### src/rtl/hwpe_stream_realign_sequencer.sv
`default_nettype none
// ============================================================================
// Module  : hwpe_stream_realign_sequencer
// Brief   : Per-transfer control-word and reference-strobe generator for the
//           stream sink realigner.
// Revision: 1.0
// ============================================================================
module hwpe_stream_realign_sequencer #(
  parameter int unsigned DATA_WIDTH = 32,
  parameter int unsigned ADDR_WIDTH = 32,
  parameter int unsigned CNT_WIDTH  = 16,
  localparam int unsigned NB        = DATA_WIDTH / 8,
  localparam int unsigned OFFS_W    = $clog2(NB)
) (
  input  logic                  clk_i,
  input  logic                  rst_ni,
  input  logic                  clear_i,
  input  logic                  start_i,
  input  logic [ADDR_WIDTH-1:0] addr_i,
  input  logic [CNT_WIDTH-1:0]  len_i,
  input  logic                  handshake_i,
  // ctrl_o = {enable, realign, first, last}
  output logic [3:0]            ctrl_o,
  output logic [NB-1:0]         strb_o,
  output logic                  busy_o,
  output logic                  done_o
);

  localparam logic [NB-1:0] c_all_ones = {NB{1'b1}};

  typedef enum logic [1:0] {
    ST_IDLE   = 2'd0,
    ST_STREAM = 2'd1,
    ST_FLUSH  = 2'd2,
    ST_DONE   = 2'd3
  } state_t;

  state_t              r_state;
  logic [OFFS_W-1:0]   r_off;
  logic [CNT_WIDTH-1:0] r_len;
  logic [CNT_WIDTH-1:0] r_cnt;
  logic                r_realign;

  logic                w_first;
  logic                w_last_beat;
  logic [NB-1:0]       w_head_strb;
  logic                w_unused_addr;

  assign w_first       = (r_cnt == '0);
  assign w_last_beat   = (r_cnt == (r_len - CNT_WIDTH'(1)));
  assign w_head_strb   = c_all_ones << r_off;
  assign w_unused_addr = ^addr_i[ADDR_WIDTH-1:OFFS_W];

  always_ff @(posedge clk_i or negedge rst_ni) begin
    if (!rst_ni) begin
      r_state   <= ST_IDLE;
      r_off     <= '0;
      r_len     <= '0;
      r_cnt     <= '0;
      r_realign <= 1'b0;
    end else if (clear_i) begin
      r_state   <= ST_IDLE;
      r_off     <= '0;
      r_len     <= '0;
      r_cnt     <= '0;
      r_realign <= 1'b0;
    end else begin
      case (r_state)
        ST_IDLE: begin
          if (start_i) begin
            r_off     <= addr_i[OFFS_W-1:0];
            r_len     <= len_i;
            r_realign <= |addr_i[OFFS_W-1:0];
            r_cnt     <= '0;
            r_state   <= (len_i != '0) ? ST_STREAM : ST_DONE;
          end
        end
        ST_STREAM: begin
          // Counter holds at len-1 so the final beat decision never wraps.
          if (handshake_i) begin
            if (w_last_beat) begin
              r_state <= r_realign ? ST_FLUSH : ST_DONE;
            end else begin
              r_cnt <= r_cnt + CNT_WIDTH'(1);
            end
          end
        end
        ST_FLUSH: begin
          if (handshake_i) begin
            r_state <= ST_DONE;
          end
        end
        ST_DONE: begin
          r_state <= ST_IDLE;
        end
        default: begin
          r_state <= ST_IDLE;
        end
      endcase
    end
  end

  always_comb begin
    ctrl_o = 4'b0000;
    strb_o = '0;
    case (r_state)
      ST_STREAM: begin
        ctrl_o = {1'b1, r_realign, w_first, 1'b0};
        strb_o = w_first ? w_head_strb : c_all_ones;
      end
      ST_FLUSH: begin
        // Low off bytes: the tail left over from the last shifted word.
        ctrl_o = 4'b1101;
        strb_o = ~w_head_strb;
      end
      ST_DONE: begin
        ctrl_o = 4'b1000;
      end
      default: begin
        ctrl_o = 4'b0000;
        strb_o = '0;
      end
    endcase
  end

  assign busy_o = (r_state != ST_IDLE);
  assign done_o = (r_state == ST_DONE);

endmodule
`default_nettype wire

### config.mk
export PLATFORM = sky130hd
export DESIGN_NAME = hwpe_stream_realign_sequencer
export DESIGN_NICKNAME = d
export VERILOG_FILES = /design/src/rtl/hwpe_stream_realign_sequencer.sv
export SDC_FILE = /design/constraint.sdc
export NUM_CORES = 1
export LEC_CHECK = 0
export BUFFER_PORTS_ARGS = -buffer_cell sky130_fd_sc_hd__buf_2
export CAP_MARGIN = 10
export CORE_UTILIZATION = 49
export CTS_CLUSTER_DIAMETER = 150
export DETAILED_ROUTE_END_ITERATION = 8
export PLACE_DENSITY = 0.76
export SLEW_MARGIN = 20
export SYNTH_ARGS = -nofsm -noshare
export SYNTH_HDL_FRONTEND = slang
export SYNTH_SLANG_ARGS = --single-unit
export TNS_END_PERCENT = 30
### constraint.sdc
create_clock -name clk_i -period 3.1 [get_ports clk_i]
set_input_delay 0.31 -clock clk_i [delete_from_list [all_inputs] [get_ports clk_i]]
set_output_delay 0.31 -clock clk_i [all_outputs]
set_load 0.01 [all_outputs]
## After elaboration in Yosys (flattened, before gate mapping)

Cells that the tools add are included.

| operators by class | value |
|---|---|
| div/mod/pow operators | 0 |
| equality and inequality tests | 9 |
| order comparisons | 0 |
| reduce and logical (&&, ||, !) cells | 11 |
| shift operators | 1 |
| bitwise operators | 1 |
| multiplexer cells | 25 |
| $add $sub $neg | 2 |
| multiply operators | 0 |

Operator list:

| kind | number |
|---|---|
| two-way mux 16 bit | 7 |
| case mux 16 bit (2 select lines) | 1 |
| two-way mux 2 bit | 9 |
| adder 16 x 1 -> 16 bit, second input constant | 1 |
| == test 16 bit | 1 |
| logical NOT 16 bit | 1 |
| nonzero test 16 bit | 1 |
| subtractor 16 x 1 -> 16 bit, second input constant | 1 |
| inequality test 3 bit, second input constant | 5 |
| case mux 4 bit (3 select lines) | 1 |
| case mux 2 bit (4 select lines) | 1 |
| case mux 4 bit (2 select lines) | 1 |
| AND reduction 4 bit | 2 |
| nonzero test 2 bit | 3 |
| == test 2 bit, second input constant | 2 |
| two-way mux 1 bit | 4 |
| two-way mux 4 bit | 1 |
| NOT 4 bit | 1 |
| << shifter 4 x 2 -> 4 bit, first input constant | 1 |
| nonzero test 3 bit | 1 |
| == test 2 x 1 -> 1 bit, second input constant | 1 |
| logical NOT 2 bit | 1 |
| AND reduction 2 bit | 1 |
| OR reduction 2 bit | 1 |

| storage, ports and cells | value |
|---|---|
| register bits | 37 |
| ROM bits | 0 |
| memories kept | 0 |
| logic and storage cells | 54 |
| latch bits | 0 |
| memory bits (writable) | 0 |

## Longest topological paths before layout

Gate-level depths: netlist (run 1).

| depth | value |
|---|---|
| word-level depth | 6 |
| mapped depth | 12 |
| depth with buffers taken out | 10 |

## Least setup slack after synthesis (run 1)

OpenSTA, ideal clock, no wires.

| timing | value |
|---|---|
| path type | reg2reg |
| start point | register r_len[0] |
| end point | register r_cnt[6] |
| arrival | 2.900 ns |
| slack | 0.050 ns |
| library setup time | 0.150 ns |
| buffers on the path | 2 |
| stages on the path, launching flop included | 13 |
| cell sequence | dfrtp_1 > inv_1 > ha_1 > or4b_4 > or2_2 > nor4_1 > xnor2_1 > nand4_1 > a2111oi_4 > buf_6 > clkbuf_8 > a2bb2oi_1 > a21oi_1 |

| between the ends | value |
|---|---|
| word-level cells in the longest chain between the ends | 4 |

RTL lines:

| item | line | source |
|---|---|---|
| start: declaration | 40 | `logic [CNT_WIDTH-1:0] r_len;` |
| start signal: assignment | 72 | `r_len <= len_i;` |
| subtractor 16 x 1 -> 16 bit | 50 | `assign w_last_beat = (r_cnt == (r_len - CNT_WIDTH'(1)));` |
| == test 16 bit | 50 |  |
| inequality test 3 bit (no source line) | n/a |  |
| AND reduction 4 bit (no source line) | n/a |  |
| end signal: assignment | 84 | `r_cnt <= r_cnt + CNT_WIDTH'(1);` |
| end: declaration | 41 | `logic [CNT_WIDTH-1:0] r_cnt;` |

No other way between the ends.
A chain may end at the register's enable or synchronous reset.

## Final worst setup path (run 1)

| timing | value |
|---|---|
| start point | register r_len[0] |
| end point | register r_cnt[3] |

The elaborated chain is that of the path after synthesis.

==> impl_metrics.csv, run 1 <==
group,metric,value,unit
status,status,"complete, no violations",
timing,holdWs,121,ps
logic_synthesis,netlist_instances,334,
placement,hpwl,4740,um
timing,skew,7.18,ps
finish,syn_to_final_growth,19.1,%
power_and_ir_drop,powerDensity,587,nW/um^2
placement,port_buffers,32,
placement,post-place-ws,-154,ps
timing,worst_slack,70.8,ps
detailed_routing,viasPerCell,5.88,
timing,slew_viol_final,0,
grt,track_usage,0.244,
logic_synthesis,synth-edff-count,0,
finish,layout-drive-gt1-share,0.216,
cts,cts_tree,"built",
worst_setup_path,critPathCaptureType,"flip-flop",
worst_setup_path,cp_max_fo,7,
logic_synthesis,muxShareOfSynthArea,0,
grt,grt-ovfl-total,0,
logic_synthesis,syn-num-nets,395,
logic_synthesis,synth-xor-area-share,0.0650,
detailed_routing,num_vias,2586,
cts,root_buffer,"clkbuf_8",
logic_synthesis,synth_compound_area_frac,0.215,
detailed_routing,wl_per_cell,15.2,um
logic_synthesis,yosysSeqAreaShare,0.343,
detailed_routing,routed_wl,6700,um
cts,clk_latency,290,ps
finish,fin_cells,440,
cts,cts_max_level,2,
grt,antenna_found_initial,0,
finish,finalCoreUtilization,0.617,
cts,cts.sinks,37,
logic_synthesis,synth_area,2700,um^2
detailed_routing,drt_pass1_iterations,4,
logic_synthesis,yosys.area_share.simple,0.282,
timing,fmax,0.330,GHz
power_and_ir_drop,irDropWorstVdd,0.345,mV
finish,seq_area,926,um^2
timing,rsz0062_at_grt,"yes",
grt,grt_pass1_vias,2461,
logic_synthesis,synth_fa_ha_area_frac,0.0371,
placement,place_inst,428,
logic_synthesis,ys_ff_latch,37,
cts,cts_made_buffers,5,
worst_setup_path,criticalPathCategory,"flip-flop to flip-flop",
detailed_routing,dr.first_iter.drc_count,184,
floorplan,io_pins,63,
timing,finalHoldViolCount,0,
worst_setup_path,cp_slowest_cell,"or4_2",
logic_synthesis,ys_warn_count,0,
detailed_routing,postRouteAntennaNets,0,
detailed_routing,drc,0,
worst_setup_path,cp.required,3300,ps
floorplan,start_util,0.518,
timing,tightest_slew,851,ps
finish,layout.nets,430,
worst_setup_path,path_cells,"inv_1, ha_2, or4b_4, or2_2, o31ai_2, o31ai_1, nand4_1, a2111oi_4, buf_6, or4_2, o211ai_1",
floorplan,dieArea,5800,um^2
timing,timing.final.crit_share,0.977,
finish,final_common_cell,"nand2_1",
finish,multi_input_comb_area,1720,um^2
power_and_ir_drop,power.leakage,0.00133,uW
finish,fill_cells,459,
floorplan,die_h,76.2,um
logic_synthesis,avgSynthCellArea,8.07,um^2
finish,most-common-layout-cells,"nand2_1 (60), dfrtp_1 (37), buf_2 (33)",
cts,hold_buffers,0,
cts,cts_max_path_buffers,2,
worst_setup_path,startpoint_type,"flip-flop",
timing,fin_crit,3030,ps
logic_synthesis,netlist-cell-type-count,54,
logic_synthesis,async_flop_share,1.00,
grt,grt_max_degree,39,
timing,setup_viol,0,
floorplan,core_area,5200,um^2
timing,maxSlewHeadroom,0.433,
floorplan,row_count,26,
worst_setup_path,cp_slowest_stage_delay,600,ps
finish,num_antenna_cells,0,
logic_synthesis,ys.flop_type,"dfrtp_1",
logic_synthesis,synth_top_family_by_area,"simple AND/OR/NAND/NOR gates",
job,drv_cap,0,
placement,gp_routability_congestion,0.917,
grt,grt_pass1_wl,11500,um
hold_path,min_path_type,"primary input to async pin",
floorplan,die_w,76.2,um
cts,path_clk_slew,80,ps
worst_setup_path,worstPathArrival,3230,ps
[per-layer routing]
metal / track usage / wire length, um / vias up
met5: 0 / 0 / -
met4: 0.0692 / 57 / 0
met3: 0.0335 / 313 / 6
met2: 0.406 / 3250 / 62
met1: 0.332 / 3080 / 1235
li1: - / - / 1283
[sequential cells by signal (all words and copies together) (netlist names)]
| signal | count |
|---|---|
| r_cnt | 16 |
| r_len | 16 |
| r_state | 2 |
| r_realign | 1 |
| r_off | 2 |
[power breakdown]
part | total (uW) | switching (uW) | internal (uW) | leakage (uW)
logic | 811 | 474 | 337 | 0.000773
registers | 635 | 91.3 | 544 | 0.000495
clock network | 439 | 177 | 262 | 0.0000585
[cells in the mapped netlist (all sizes together), types with 2 or more instances]
master   number  area (um^2)
or4           4         32.5
nand3        13         65.1
a31oi         4         25.0
xnor2        14          123
buf           2         16.3
nand2        60          225
o211ai        2         15.0
a2bb2oi       8         70.1
nor2         16         60.1
dfrtp        37          926
xor2          6         52.6
o21a          6         45.0
clkbuf       20         85.1
nor3b         5         37.5
o311ai        2         25.0
and3          3         18.8
or4b          2         23.8
o31ai         5         37.5
or3           4         25.0
inv          14         52.6
a211oi        2         15.0
nor4         16          100
nand4         8         50.1
or2           2         12.5
a21boi        4         30.0
a21oi         7         35.0
nor3          9         45.0
ha            8          100
nor2b         3         18.8
o21ai        29          145
o31a          2         17.5
[through the flow]
step	instance area (um^2)	power [uW]	TNS, ps
detailed placement	2950	1370	-939
CTS	3080	1820	0
global route	3210	2020	-555
floorplan	2700	1130	0
finish	3210	1890	0
global placement	2950	1350	-464
[path summary, 6_finish.rpt]
kind	start	endpoint	slack, ps	depth (start not counted)
worst max-delay path	r_len[0]	r_cnt[3]	70	11
worst min-delay path	rst_ni	r_len[12]	120	1
worst max register to register	r_len[0]	r_cnt[3]	70	11
worst min register to register	r_len[14]	r_len[14]	560	2
max in group asynchronous	rst_ni	r_cnt[0]	2440	1
min in group clk_i	addr_i[1]	r_off[1]	270	3
[worst max-delay path: cells and delay by family (launching register included)]
kind,cells,cell delay (ps)
and+or+nand+nor,4,1590
AOI/OAI and AO/OA,4,560
DFF,1,390
buffers and inverters,2,230
adders and majority gates,1,170
[cell type report]
cell class / count / share of cell area
multi-input combinational: 261 / 0.534
clock buffer: 7 / 0.0269
clock inverter: 1 / 0.00935
sequential: 37 / 0.288
inverter: 14 / 0.0164
tap: 70 / 0.0273
timing repair buffer: 50 / 0.0974
[timing repair]
action | in CTS | in global routing
endpoints found under the setup margin | 15 | 18
gates cloned | 0 | 1
pin swaps | 0 | 5
setup buffers | 0 | 3
resized for setup | 2 | 24
[kinds of logic after synthesis]
family	count (synthesis)
xor gates and xnor gates	20
buffers and inverters	36
adders and majority gates	8
and+or+nand+nor	151
DFF	37
AOI/OAI and AO/OA	82
Note: power is estimated with default switching activity, not from simulation.
==> run 2: changes to the inputs <==
--- a/config.mk
+++ b/config.mk
@@ -5,12 +5,14 @@
 export SDC_FILE = /design/constraint.sdc
 export NUM_CORES = 1
 export LEC_CHECK = 0
-export BUFFER_PORTS_ARGS = -buffer_cell sky130_fd_sc_hd__buf_2
 export CAP_MARGIN = 10
-export CORE_UTILIZATION = 49
+export CELL_PAD_IN_SITES_DETAIL_PLACEMENT = 1
+export CELL_PAD_IN_SITES_GLOBAL_PLACEMENT = 2
+export CORE_UTILIZATION = 33
 export CTS_CLUSTER_DIAMETER = 150
 export DETAILED_ROUTE_END_ITERATION = 8
-export PLACE_DENSITY = 0.76
+export DONT_BUFFER_PORTS = 1
+export PLACE_DENSITY = 0.75
 export SLEW_MARGIN = 20
 export SYNTH_ARGS = -nofsm -noshare
 export SYNTH_HDL_FRONTEND = slang
==> run 2 against run 1 <==
Against the previous run:
- power up 1.7%
- hold slack got worse by 18 ps
- critical path depth is 1 higher
- largest cell class unchanged
- highest routed layer unchanged
==> impl_metrics.csv, run 2 (synthesis results as in run 1) <==
group,metric,value,unit
status,status,"complete, no violations",
detailed_routing,drt_pass1_iterations,4,
finish,top_regs,"r_cnt: 16 flops, r_len: 16 flops",
floorplan,io_pins,63,
worst_setup_path,r2r_slack,10,ps
hold_path,min_path_type,"primary input to flip-flop",
timing,fin_crit,3090,ps
placement,post-place-ws,-341,ps
cts,path_clk_slew,80,ps
finish,layout-drive-gt1-share,0.161,
cts,cts_tree,"built",
power_and_ir_drop,power.leakage,0.00125,uW
worst_setup_path,crit_end,"r_cnt[1]",
grt,grt_pass1_vias,2640,
finish,most-common-layout-cells,"nand2_1 (60), dfrtp_1 (37), o21ai_0 (28)",
finish,layout.nets,408,
cts,cts_max_level,2,
worst_setup_path,worstPathArrival,3320,ps
cts,clk_latency,300,ps
grt,track_usage,0.201,
timing,tightest_slew,649,ps
grt,grt_pass1_wl,13500,um
finish,final_common_cell,"nand2_1",
detailed_routing,postRouteAntennaNets,0,
detailed_routing,dr.first_iter.drc_count,71,
timing,slew_viol_final,0,
worst_setup_path,critPathCaptureType,"flip-flop",
floorplan,dieArea,8540,um^2
detailed_routing,viasPerCell,5.61,
detailed_routing,num_vias,2525,
placement,hpwl,5810,um
timing,rsz0062_at_grt,"yes",
floorplan,core_area,7810,um^2
timing,worst_slack,12.0,ps
grt,antenna_found_initial,0,
cts,cts_max_path_buffers,2,
worst_setup_path,startpoint,"r_len[1]",
power_and_ir_drop,powerDensity,607,nW/um^2
cts,cts.sinks,37,
timing,holdWs,103,ps
floorplan,start_util,0.345,
placement,port_buffers,0,
cts,cts_made_buffers,5,
floorplan,die_w,92.4,um
power_and_ir_drop,irDropWorstVdd,0.301,mV
cts,root_buffer,"clkbuf_8",
timing,setup_viol,0,
finish,finalCoreUtilization,0.405,
worst_setup_path,r2r_end,"r_cnt[1]",
worst_setup_path,cp.required,3330,ps
worst_setup_path,cp_max_fo,5,
detailed_routing,routed_wl,7990,um
detailed_routing,drc,0,
timing,skew,5.73,ps
floorplan,die_h,92.4,um
finish,syn_to_final_growth,17.2,%
worst_setup_path,r2r_start,"r_len[1]",
job,drv_cap,0,
timing,maxSlewHeadroom,0.565,
grt,grt_max_degree,39,
timing,fmax,0.324,GHz
placement,gp_routability_congestion,0.771,
grt,grt-ovfl-total,0,
worst_setup_path,reg2reg_depth,12,
detailed_routing,wl_per_cell,17.7,um
floorplan,row_count,32,
timing,timing.final.crit_share,0.996,
timing,finalHoldViolCount,0,
worst_setup_path,criticalPathCategory,"flip-flop to flip-flop",
finish,num_antenna_cells,0,
worst_setup_path,startpoint_type,"flip-flop",
run 2: cell count changes in the layout (fill, tap and decap cells not counted), sizes merged:
| cell | delta |
|---|---|
| bufinv | +1 |
| buf | -23 |
| dlygate4sd3 | +1 |
| clkinv | +1 |
| clkbuf | -2 |
run 2: where the power goes:
group          switching (uW)  internal (uW)
combinational             470            307
sequential               83.9            544
clock                     194            320
total                     748           1170
run 2: critical path, stage by stage, from the launching register on:
cell and delay, ps:
dfrtp_1 390, inv_1 60, ha_1 160, or4b_4 500
or2_4 270, buf_4 140, o31ai_1 210, nand4_1 160
a2111oi_4 450, buf_4 200, o311ai_2 120, buf_4 220
o2bb2ai_2 140
run 2: what timing repair did:
action	CTS	global route
endpoints found under the setup margin	18	18
gates resized for setup	7	9
hold buffers	2	0
gates cloned	1	0
pin swaps	3	2
hold endpoints to repair	37	0
buffers inserted	1	1
run 2: area by class of cell:
type / count / area, um^2
inverters: 14 / 52.6
well taps: 102 / 128
clock buffers: 5 / 68.8
fillers: 953 / 4650
clock inverters: 3 / 65.1
multi-input cells: 261 / 1680
repair buffers: 28 / 238
flip-flops and latches: 37 / 926
run 2: worst min path at each step:
| stage | startpoint | to | slack [ps] | cells past startpoint |
|---|---|---|---|---|
| CTS | clear_i | r_realign | 100 | 1 |
| finish | clear_i | r_realign | 100 | 1 |
| detailed placement | rst_ni | r_cnt[11] | 20 | 0 |
| global route | clear_i | r_realign | 100 | 1 |
| global placement | rst_ni | r_cnt[12] | 20 | 0 |
| floorplan | rst_ni | r_cnt[0] | 10 | 0 |
run 2: layer usage:
layer  wire length [um]  GRT usage  vias to the layer above
met1               3800      0.275                     1235
met3                342     0.0328                        5
met2               3770      0.326                       47
met4                 82     0.0547                        0
met5                  0          0                        -
li1                   -          -                     1238
run 2: metrics by stage:
stage	instance area (um^2)	setup TNS, ps	instances	power, uW
floorplan	2700	0	334	1130
global placement	2910	-1890	437	1340
detailed placement	2910	-2980	437	1360
CTS	3110	-279	449	1920
global route	3160	-2050	450	2050
finish	3160	0	450	1920
==> run 3: changes to the inputs <==
--- a/config.mk
+++ b/config.mk
@@ -5,6 +5,7 @@
 export SDC_FILE = /design/constraint.sdc
 export NUM_CORES = 1
 export LEC_CHECK = 0
+export ABC_CLOCK_PERIOD_IN_PS = 3100
 export CAP_MARGIN = 10
 export CELL_PAD_IN_SITES_DETAIL_PLACEMENT = 1
 export CELL_PAD_IN_SITES_GLOBAL_PLACEMENT = 2
==> constraint.sdc (replaced) <==
create_clock -name clk_i -period 3.1 [get_ports clk_i]
set_input_delay 0.465 -clock clk_i [delete_from_list [all_inputs] [get_ports clk_i]]
set_output_delay 0.465 -clock clk_i [all_outputs]
set_load 0.01 [all_outputs]
==> run 3 against run 2 <==
Against the previous run:
- sequential share of layout area decreased by 0.51 points
- core utilization increased by 0.72 points
- design area increased by 1.8%
- largest cell class unchanged
- the run now ends with setup timing left
- wire length about the same
==> impl_metrics.csv, run 3 (synthesis results as in run 1) <==
group,metric,value,unit
grt,grt-ovfl-total,0,
finish,final_common_cell,"nand2_1",
detailed_routing,dr.first_iter.drc_count,113,
worst_setup_path,criticalPathCategory,"flip-flop to flip-flop",
worst_setup_path,r2r_end,"r_cnt[1]",
worst_setup_path,reg2reg_depth,12,
floorplan,die_h,92.4,um
placement,gp_routability_congestion,0.765,
finish,fin_cells,455,
job,drv_cap,0,
timing,rsz0062_at_grt,"yes",
timing,fmax,0.321,GHz
detailed_routing,viasPerCell,5.51,
timing,maxSlewHeadroom,0.616,
power_and_ir_drop,powerDensity,580,nW/um^2
worst_setup_path,cp_top_family,"compound AO/OA/AOI/OAI gates",
hold_path,min_path_type,"primary input to async pin",
cts,cts_max_level,2,
worst_setup_path,cp_slowest_stage_delay,510,ps
finish,finalCoreUtilization,0.412,
finish,most-common-layout-cells,"nand2_1 (60), dfrtp_1 (37), buf_4 (29)",
timing,worst_slack,-17.4,ps
timing,tightest_slew,571,ps
placement,port_buffers,0,
power_and_ir_drop,clock_power_share,0.238,
worst_setup_path,path_cells,"inv_1, ha_2, or4b_4, or4b_1, a21oi_1, a41o_2, o32ai_2, a2111oi_4, buf_6, o311ai_2, buf_4, o2bb2ai_2",
timing,setup_viol,2,
finish,layout.nets,413,
power_and_ir_drop,seqPwrFrac,0.334,
worst_setup_path,cp_max_fo,5,
status,status,"finished, violations left",
worst_setup_path,r2r_start,"r_len[0]",
timing,fin_crit,3120,ps
floorplan,die_w,92.4,um
detailed_routing,drc,0,
worst_setup_path,critPathCaptureType,"flip-flop",
power_and_ir_drop,irDropWorstVdd,0.221,mV
grt,antenna_found_initial,0,
grt,grt_pass1_vias,2637,
power_and_ir_drop,power_switching,742,uW
placement,post-place-ws,-203,ps
power_and_ir_drop,power_frac_comb,0.427,
worst_setup_path,startpoint_type,"flip-flop",
finish,top_regs,"r_cnt: 16 flops, r_len: 16 flops",
placement,place_inst,438,
power_and_ir_drop,power.leakage,0.00128,uW
floorplan,dieArea,8540,um^2
finish,num_antenna_cells,0,
finish,syn_to_final_growth,19.3,%
status,violations,"setup timing",
floorplan,io_pins,63,
floorplan,row_count,32,
finish,layout-drive-gt1-share,0.178,
worst_setup_path,cp.required,3320,ps
timing,finalHoldViolCount,0,
finish,fill_cells,971,
grt,track_usage,0.194,
cts,cts_made_buffers,5,
worst_setup_path,worstPathArrival,3340,ps
worst_setup_path,crit_buf_inv,3,
detailed_routing,num_vias,2508,
worst_setup_path,cp_slowest_cell,"or4b_1",
cts,root_buffer,"clkbuf_8",
cts,clk_latency,290,ps
timing,timing.final.crit_share,1.01,
floorplan,core_area,7810,um^2
cts,cts.sinks,37,
grt,grt_max_degree,39,
timing,skew,6.21,ps
finish,design_area,3220,um^2
grt,grt_pass1_wl,13200,um
cts,cts_tree,"built",
timing,slew_viol_final,0,
detailed_routing,routed_wl,7990,um
detailed_routing,postRouteAntennaNets,0,
detailed_routing,drt_pass1_iterations,4,
placement,hpwl,5650,um
cts,cts_max_path_buffers,2,
worst_setup_path,r2r_slack,-20,ps
power_and_ir_drop,swShare,0.398,
power_and_ir_drop,intPower,1120,uW
placement,placed_cell_area,2910,um^2
cts,path_clk_slew,80,ps
floorplan,start_util,0.345,
detailed_routing,wl_per_cell,17.6,um
-- run 3: per-stage QoR --
| step | total power (uW) | hold slack [ps] | setup TNS (ps) |
|---|---|---|---|
| global placement | 1330 | 172 | -1170 |
| detailed placement | 1340 | 172 | -1610 |
| CTS | 1830 | 9.49 | 0 |
| floorplan | 1130 | 169 | 0 |
| finish | 1860 | 6.30 | -27.3 |
| global route | 2000 | 12.6 | -1110 |
-- run 3: repair_timing --
action,4_1_cts,5_1_grt
cloned,0,2
pin swaps,4,4
gates resized for setup,7,14
setup buffers,3,4
hold buffers,1,0
hold endpoints to repair,37,0
endpoints found under the setup margin,16,18
-- run 3: layout make-up --
cell class              count  area (um^2)  share of cell area
clock inverters             1         30.0             0.00933
inverters                  14         52.6              0.0163
well taps                 102          128              0.0397
repair buffers             33          289              0.0898
multi-input cells         261         1710               0.530
flip-flops and latches     37          926               0.288
clock buffers               7         86.3              0.0268
-- run 3: worst register-to-register path, stage by stage (launching register included) --
cell and delay, ps:
dfrtp_1 380, inv_1 60, ha_2 170, or4b_4 480
or4b_1 520, a21oi_1 140, a41o_2 130, o32ai_2 100
a2111oi_4 380, buf_6 190, o311ai_2 140, buf_4 230
o2bb2ai_2 140
-- run 3: power groups by stage --
stage          clock (uW)  combinational (uW)  sequential, uW
6_report              444                 797             623
5_1_grt               479                 885             636
4_1_cts               460                 747             622
3_5_place_dp            0                 712             631
3_3_place_gp            0                 699             630
2_1_floorplan           0                 518             613
-- run 3: worst max-delay path by stage --
stage                  start  endpoint  slack [ps]  depth (start not counted)
floorplan           r_len[0]  r_cnt[6]          50                         12
global placement    r_len[1]  r_cnt[5]        -160                         10
detailed placement  r_len[0]  r_cnt[5]        -200                         11
CTS                 r_len[0]  r_cnt[5]           9                         13
global route        r_len[0]  r_cnt[2]        -100                         12
finish              r_len[0]  r_cnt[1]         -20                         12
-- run 3: routing by layer --
layer | GRT usage | routed length [um] | part of all wire | up-vias
li1 | - | - | - | 1243
met1 | 0.263 | 3880 | 0.48 | 1223
met2 | 0.320 | 3810 | 0.48 | 38
met3 | 0.0328 | 270 | 0.034 | 4
met4 | 0.0482 | 41 | 0.0051 | 0
met5 | 0 | 0 | 0 | -
